--- src/rtl/vga_timing_gen_if.sv ---
// Raster timing bundle between the VGA timing generator and its consumers
// (sprite mappers, ROM pixel stages, DAC pin registers).
interface vga_timing_gen_if;
    logic       en;
    logic [9:0] DrawX;
    logic [9:0] DrawY;
    logic       blank;
    logic       line_start;
    logic       frame_start;
    logic       hs;
    logic       vs;
    logic       blank_d;
    logic       sync;

    // Timing generator: takes the pixel enable, drives the raster outputs.
    modport master (
        input  en,
        output DrawX, DrawY, blank, line_start, frame_start,
        output hs, vs, blank_d, sync
    );

    // Consumer: supplies the pixel enable, observes the raster.
    modport slave (
        output en,
        input  DrawX, DrawY, blank, line_start, frame_start,
        input  hs, vs, blank_d, sync
    );
endinterface

--- src/rtl/vga_timing_gen.sv ---
// VGA raster timing generator. Horizontal/vertical counters give the current
// pixel position with an undelayed visibility flag; hs/vs/blank_d pass through
// a PIPE_DLY-deep delay line so they line up with the mapper's pixel latency.
module vga_timing_gen #(
    parameter int H_ACTIVE = 640,
    parameter int H_FP     = 16,
    parameter int H_SYNC   = 96,
    parameter int H_BP     = 48,
    parameter int V_ACTIVE = 480,
    parameter int V_FP     = 10,
    parameter int V_SYNC   = 2,
    parameter int V_BP     = 33,
    parameter int SYNC_POL = 0,
    parameter int PIPE_DLY = 2
) (
    input  logic             vga_clk,
    input  logic             reset_n,
    vga_timing_gen_if.master vga
);

    localparam int H_TOTAL = H_ACTIVE + H_FP + H_SYNC + H_BP;
    localparam int V_TOTAL = V_ACTIVE + V_FP + V_SYNC + V_BP;

    // Counters are 10 bits wide, so neither total may exceed 1024.
    if (H_TOTAL > 1024 || V_TOTAL > 1024) begin : g_bad_total
        $error("vga_timing_gen: H_TOTAL/V_TOTAL must be <= 1024");
    end
    if (PIPE_DLY < 0 || PIPE_DLY > 7) begin : g_bad_dly
        $error("vga_timing_gen: PIPE_DLY must be in 0..7");
    end

    // Decode boundaries held at 11 bits: a sync window may end exactly at 1024.
    localparam logic [9:0]  H_LAST   = 10'(H_TOTAL - 1);
    localparam logic [9:0]  V_LAST   = 10'(V_TOTAL - 1);
    localparam logic [10:0] H_VIS    = 11'(H_ACTIVE);
    localparam logic [10:0] V_VIS    = 11'(V_ACTIVE);
    localparam logic [10:0] HS_BEG   = 11'(H_ACTIVE + H_FP);
    localparam logic [10:0] HS_END   = 11'(H_ACTIVE + H_FP + H_SYNC);
    localparam logic [10:0] VS_BEG   = 11'(V_ACTIVE + V_FP);
    localparam logic [10:0] VS_END   = 11'(V_ACTIVE + V_FP + V_SYNC);
    localparam logic        SYNC_ON  = (SYNC_POL != 0);
    // Idle stage contents: both syncs at their inactive level, not visible.
    localparam logic [2:0]  IDLE_STG = {~SYNC_ON, ~SYNC_ON, 1'b0};

    logic [9:0]  hc;
    logic [9:0]  vc;
    logic [10:0] hc_x;
    logic [10:0] vc_x;
    logic        vis;
    logic        hs_raw;
    logic        vs_raw;
    logic [2:0]  raw;
    logic [2:0]  dly_out;

    // Raster position: column advances on every enabled pixel, line on column wrap.
    always_ff @(posedge vga_clk or negedge reset_n) begin
        if (!reset_n) begin
            hc <= '0;
            vc <= '0;
        end else if (vga.en) begin
            if (hc == H_LAST) begin
                hc <= '0;
                vc <= (vc == V_LAST) ? '0 : vc + 10'd1;
            end else begin
                hc <= hc + 10'd1;
            end
        end
    end

    assign hc_x   = {1'b0, hc};
    assign vc_x   = {1'b0, vc};
    assign vis    = (hc_x < H_VIS) && (vc_x < V_VIS);
    assign hs_raw = ((hc_x >= HS_BEG) && (hc_x < HS_END)) ? SYNC_ON : ~SYNC_ON;
    assign vs_raw = ((vc_x >= VS_BEG) && (vc_x < VS_END)) ? SYNC_ON : ~SYNC_ON;
    assign raw    = {hs_raw, vs_raw, vis};

    if (PIPE_DLY == 0) begin : g_pass
        assign dly_out = raw;
    end else begin : g_pipe
        for (genvar gi = 0; gi < PIPE_DLY; gi++) begin : g_stage
            logic [2:0] d;
            logic [2:0] q;

            if (gi == 0) begin : g_first
                assign d = raw;
            end else begin : g_next
                assign d = g_stage[gi-1].q;
            end

            // One delay stage; freezes with the counters when en is low.
            always_ff @(posedge vga_clk or negedge reset_n) begin
                if (!reset_n) begin
                    q <= IDLE_STG;
                end else if (vga.en) begin
                    q <= d;
                end
            end
        end
        assign dly_out = g_stage[PIPE_DLY-1].q;
    end

    assign vga.DrawX       = hc;
    assign vga.DrawY       = vc;
    assign vga.blank       = vis;
    assign vga.line_start  = (hc == 10'd0) && vga.en;
    assign vga.frame_start = (hc == 10'd0) && (vc == 10'd0) && vga.en;
    assign vga.hs          = dly_out[2];
    assign vga.vs          = dly_out[1];
    assign vga.blank_d     = dly_out[0];
    assign vga.sync        = 1'b0;

endmodule
--- src/flat_wrapper.sv ---
// flat-port wrapper written by rule: the top's interface ports become plain ports
module vga_timing_gen_flat 
#(
    parameter int H_ACTIVE = 640,
    parameter int H_FP     = 16,
    parameter int H_SYNC   = 96,
    parameter int H_BP     = 48,
    parameter int V_ACTIVE = 480,
    parameter int V_FP     = 10,
    parameter int V_SYNC   = 2,
    parameter int V_BP     = 33,
    parameter int SYNC_POL = 0,
    parameter int PIPE_DLY = 2
)
  (vga_clk, reset_n, vga_en, vga_DrawX, vga_DrawY, vga_blank, vga_line_start, vga_frame_start, vga_hs, vga_vs, vga_blank_d, vga_sync);
  vga_timing_gen_if vga_i ();
  input  logic vga_clk;
  input  logic reset_n;
  input wire logic [$bits(vga_i.en)-1:0] vga_en;
  output wire logic [$bits(vga_i.DrawX)-1:0] vga_DrawX;
  output wire logic [$bits(vga_i.DrawY)-1:0] vga_DrawY;
  output wire logic [$bits(vga_i.blank)-1:0] vga_blank;
  output wire logic [$bits(vga_i.line_start)-1:0] vga_line_start;
  output wire logic [$bits(vga_i.frame_start)-1:0] vga_frame_start;
  output wire logic [$bits(vga_i.hs)-1:0] vga_hs;
  output wire logic [$bits(vga_i.vs)-1:0] vga_vs;
  output wire logic [$bits(vga_i.blank_d)-1:0] vga_blank_d;
  output wire logic [$bits(vga_i.sync)-1:0] vga_sync;
  assign vga_i.en = vga_en;
  assign vga_DrawX = vga_i.DrawX;
  assign vga_DrawY = vga_i.DrawY;
  assign vga_blank = vga_i.blank;
  assign vga_line_start = vga_i.line_start;
  assign vga_frame_start = vga_i.frame_start;
  assign vga_hs = vga_i.hs;
  assign vga_vs = vga_i.vs;
  assign vga_blank_d = vga_i.blank_d;
  assign vga_sync = vga_i.sync;
  vga_timing_gen #(.H_ACTIVE(H_ACTIVE), .H_FP(H_FP), .H_SYNC(H_SYNC), .H_BP(H_BP), .V_ACTIVE(V_ACTIVE), .V_FP(V_FP), .V_SYNC(V_SYNC), .V_BP(V_BP), .SYNC_POL(SYNC_POL), .PIPE_DLY(PIPE_DLY)) u_core (.vga_clk(vga_clk), .reset_n(reset_n), .vga(vga_i));
endmodule
--- config.mk ---
export PLATFORM = sky130hd
export DESIGN_NAME = vga_timing_gen_flat
export DESIGN_NICKNAME = d
export VERILOG_FILES = /design/src/rtl/vga_timing_gen_if.sv /design/src/rtl/vga_timing_gen.sv /design/src/flat_wrapper.sv
export SDC_FILE = /design/constraint.sdc
export NUM_CORES = 1
export LEC_CHECK = 0
export CAP_MARGIN = 20
export CORE_ASPECT_RATIO = 1.2
export CORE_MARGIN = 1
export CORE_UTILIZATION = 54
export CTS_CLUSTER_SIZE = 28
export DETAILED_ROUTE_END_ITERATION = 8
export PLACE_DENSITY_LB_ADDON = 0.12
export SYNTH_ARGS = -nofsm -noshare
export SYNTH_HDL_FRONTEND = slang
export SYNTH_SLANG_ARGS = --single-unit
export TNS_END_PERCENT = 10
--- constraint.sdc ---
create_clock -name vga_clk -period 3 [get_ports vga_clk]
set_input_delay 0.6 -clock vga_clk [delete_from_list [all_inputs] [get_ports vga_clk]]
set_output_delay 0.6 -clock vga_clk [all_outputs]
set_load 0.01 [all_outputs]
# Word-level counts from Yosys, hierarchy flattened
# Cells that the tools add are included.
dict set report word_totals {
  input_bits 3
  regBits 26
  output_inout_bits 27
  elab_cells 27
}
dict set report op_classes {
  order_cmp 6
  muxes 4
  eq_ne 2
  n_reduce_logical 9
  addsub 2
}
# operator n
set ops {}
lappend ops {{$add A10 B1 Y10 const B} 2}
lappend ops {{$eq A10 B10 Y1 const B} 2}
lappend ops {{$logic_not A10 Y1} 2}
lappend ops {{$lt A10 B10 Y1 const B} 2}
lappend ops {{$lt A10 B9 Y1 const B} 2}
lappend ops {{$mux W10} 2}
lappend ops {{$ge A10 B10 Y1 const B} 1}
lappend ops {{$ge A10 B9 Y1 const B} 1}
lappend ops {{$logic_and A1 B1 Y1} 6}
lappend ops {{$mux W1} 2}
lappend ops {{$reduce_and A2 Y1} 1}

# Logic depth before layout (Yosys ltp)
dict set report depth {
  ltp_word 3
  depth_mapped 6
  ltp_nobuf 6
}

# Worst setup path after synthesis
# No wires, ideal clock.
dict set report synth_path {
  path_type {register to output}
  start {register u_core.vc[0], in the netlist u_core.vga.DrawY[0]}
  end {output port vga_frame_start}
  arrival_ns 1.504
  n_path_buf 0
  path_stages_with_launch 5
  t_required_ns 2.400
  slack_ns 0.896
  path_cell_list {dfrtp_1 inv_1 ha_1 or4b_4 and4bb_2}
}
dict set report synth_between {
  elab_chain_cells 3
}
# element line_no
set synth_rtl {}
lappend synth_rtl {{from (decl)} vga_timing_gen.sv:46} ;# logic [9:0] vc;
lappend synth_rtl {{from (signal assigned)} vga_timing_gen.sv:63} ;# vc <= (vc == V_LAST) ? '0 : vc + 10'd1;
lappend synth_rtl {{$logic_not A10 Y1} vga_timing_gen.sv:106} ;# assign vga.frame_start = (hc == 10'd0) && (vc == 10'd0) && vga.en;
lappend synth_rtl {{$logic_and A1 B1 Y1 (2 in a row)} vga_timing_gen.sv:106}
lappend synth_rtl {{to (decl)} flat_wrapper.sv:24} ;# output wire logic [$bits(vga_i.frame_start)-1:0] vga_frame_start;
# No other way between the ends.

# Final worst setup path
dict set report layout_path {
  start {register u_core.vc[1], in the netlist u_core.vga.DrawY[1]}
  end {output port vga_frame_start}
}
# Same word-level chain as after synthesis.

==> metrics list <==
- At the worst endpoint, the arrival time is 2330 ps.
- The cell area that synthesis handed to floorplanning was 1430 sq um.
- 30 I/O pins were placed.
* Avg Vias per Cell: 5.77
- Cells after synthesis: 134
* VDD IR-drop max: 356 uV
* Setup-violating endpoint count in the final report: 0
- Entering global routing, the biggest net connects 27 pins.
- Kind of critical path: register to output port
- The routed layout has 1126 vias.
- Most frequently used flop master after synthesis: dfrtp_1
- Number of port buffers: 28
- Via count of the first global-routing pass: 986
- The synthesized design contains 0 enable-type register cells.
- Dividing total power by cell area gives a power density of 455 nW/um^2.
* Initial detailed-routing violation count: 28
* Width of the die: 48.9 um
- Count of warnings emitted by yosys: 0
- Insertion delay of the later-clocked pin in the worst-skew pair: 310 ps
- Max-cap violations in this run came to 0.
- Path category of the worst min-delay check: register to register
* Weighted congestion reported at the end of routability-driven placement: 0.815
* Hold Violations, Final: 0
- CTS built an H-tree with a depth of 1.
* Post-synth top area share: 38.6%
- Unrepaired setup endpoints after global routing: false
- Post-Route Setup TNS: 0 ps
- The pre-antenna-repair detailed-routing pass consisted of 4 iterations.
- Compared with the post-synthesis result, the final layout area differs by 23.2%.
* Post-synthesis sequential area ratio: 46.0%
- Hold buffer count at cts: 0
- Die Area: 2850 sq um
- Setup crit end kind: output port
- Global-route wire length before repair: 4.40 mm
* Fraction of final layout cells sized beyond drive strength 1: 16.7%
* DRC violations left: 0
- Clock transition at the registers of the reported paths: 130 ps
* DP Area: 1710 sq um
- After synthesis, the mean cell area works out to 10.6 sq um.
- Maximum clock rate: 341 MHz
- In this run, CTS created clock tree buffers numbering 3.
- Number of synthesized register bits: 26
- TritonCTS Sinks: 26
* Number of distinct library cells after synthesis: 42
- The slowest stage of the critical path is the clkdlybuf4s50_1 cell.
- For this configuration, the core starts out at a cell density of 56.4%.
- Max Clock Skew: 1.28 ps
- Initial antenna violation count: 0
* Fill count: 196
- Of all nets on the critical path, the largest fanout is 8.
- Leakage power figure: 0.720 nW
* Routed wirelength normalized by instance count: 13.7 um
* Outcome: finished, final reports clean
* Diodes inserted: 0
* Core region area: 2530 sq um
- At the end of the flow, the number of nets in the layout was 170.
- FFs w/ async S/R, synth: 100%
* Total overflow reported by the global router: 0
- For this block, the routed nets add up to 2.67 mm of wire.
- Counting along the longest clock path gives a buffer depth of 2.
- In the finished design, the share of the clock period the worst path needs comes to 97.7%.
- The floorplan has 20 rows.
* Summed area of non-filler cells in the final layout: 1760 sq um
- Pins Over Slew Limit: 0
- For this run, the slowest stage of the critical path takes 540 ps.
* Post-DP HPWL: 2.01 mm
* Total routing resource utilization after global routing: 20.0%
- Height of the die: 58.3 um
- Data on the critical path is required at its endpoint by 2400 ps.
- In the layout the commonest cells are clkdlybuf4s50_1 (28), dfrtp_1 (21), nand2_1 (10).
- Dominant cells by area after synthesis: dfrtp_1 (39%), dfstp_2 (7.4%), mux2_2 (4.0%), xnor2_1 (3.7%), ha_1 (3.5%)
- Tmin final: 2930 ps
- Biggest area consumer among synthesized cells: dfrtp_1
* Post-route antenna net violation count: 0
- CTS tree: done
- Chain of cells forming the critical path: inv_1 > ha_1 > or4b_4 > and4bb_2 > clkdlybuf4s50_1
- Mapped Nets: 141
- Launching element type of the critical path: register
- The cell sitting at the root of the clock tree is a clkbuf_4.
- Most common cell after layout, fill and taps aside: clkdlybuf4s50_1
-- worst paths after layout --
check	from	end	slack, ps	cells past startpoint
max in group asynchronous	reset_n	u_core.dly_out[1]	2070	2
min	u_core.g_pipe.g_stage[0].q[2]	u_core.g_pipe.g_stage[0].q[2]	500	2
max reg2reg	u_core.vga.DrawY[1]	u_core.vga.DrawY[0]	1090	6
max	u_core.vga.DrawY[1]	vga_frame_start	70	5
min reg2reg	u_core.g_pipe.g_stage[0].q[2]	u_core.g_pipe.g_stage[0].q[2]	500	2
min in group asynchronous	reset_n	u_core.vga.DrawX[5]	640	2
-- critical path: cells and delay by family (launching register included) --
family | cells | cell delay [ps]
fa+ha+maj | 1 | 130
simple gates | 2 | 810
flops | 1 | 480
buf+inv | 2 | 610
-- cells by family (layout without fill, tap and decap cells) --
| kind of cell | Yosys count | count (layout) | share of synthesized area [%] |
|---|---|---|---|
| adder cells (fa/ha/maj) | 4 | 4 | 3.51 |
| multiplexers | 7 | 7 | 5.71 |
| flip-flops | 26 | 26 | 46.0 |
| AO/OA/AOI/OAI | 17 | 17 | 7.55 |
| AND/OR/NAND/NOR | 57 | 57 | 25.9 |
| buffers and inverters | 12 | 40 | 4.92 |
| XOR/XNOR | 10 | 10 | 6.15 |
| other | 1 | 1 | 0.263 |
-- layer usage --
layer  routed length (um)  up-vias  global-route usage, %
met2                 1350       29                   35.5
met1                 1160      549                   25.3
met3                  111        6                   1.84
met4                   48        0                   7.98
li1                     -      542                      -
met5                    0        -                      0
-- per-stage QoR --
step           util, %  std cells  power [mW]  hold slack, ps  worst slack (ps)
2_1_floorplan        -        134       0.537             304               896
3_3_place_gp      67.7        190       0.628             480               198
3_5_place_dp      67.7        190       0.636             484               203
4_1_cts           69.4        195       0.804             504              35.1
5_1_grt           69.5        195       0.836             520              12.1
6_report          69.5        195       0.798             504              68.2
-- cell usage after synthesis (2+ instances only) --
library cell	count
nand2_1	10
nor4_1	3
nor2_1	6
nor4_4	2
or3_1	2
and3_1	5
dfrtp_1	22
o21ai_0	4
a21oi_1	5
nand3_1	5
o21a_1	2
dfstp_2	4
nand4_1	7
ha_1	4
xnor2_1	6
nor3_1	6
a22o_1	2
inv_1	5
mux2_2	5
and4_1	2
buf_2	3
xor2_1	4
-- repair_timing --
item                       4_1_cts  5_1_grt
pin swaps                        0        0
gates resized for setup          0        1
buffers inserted                 1        0
setup endpoints to repair        1        1
-- flip-flops by register name, summed over array words and instances (netlist names) --
name                     flops
u_core.dly_out               3
u_core.vga.DrawY            10
u_core.vga.DrawX            10
u_core.g_pipe.g_stage.q      3
-- power breakdown --
part | total (mW) | internal, mW | switching [mW]
combinational | 0.174 | 0.100 | 0.0736
clock | 0.171 | 0.0741 | 0.0966
sequential | 0.454 | 0.385 | 0.0686
-- layout make-up --
cell class	instances	area (sq um)	share of cell area, %
Multi-Input combinational cell	96	699	39.8
Sequential cell	26	657	37.4
Timing Repair Buffer	31	303	17.2
Tap cell	33	41.3	2.35
Clock buffer	4	36.3	2.07
Inverter	5	18.8	1.07
(Power assumes the default switching activity.)
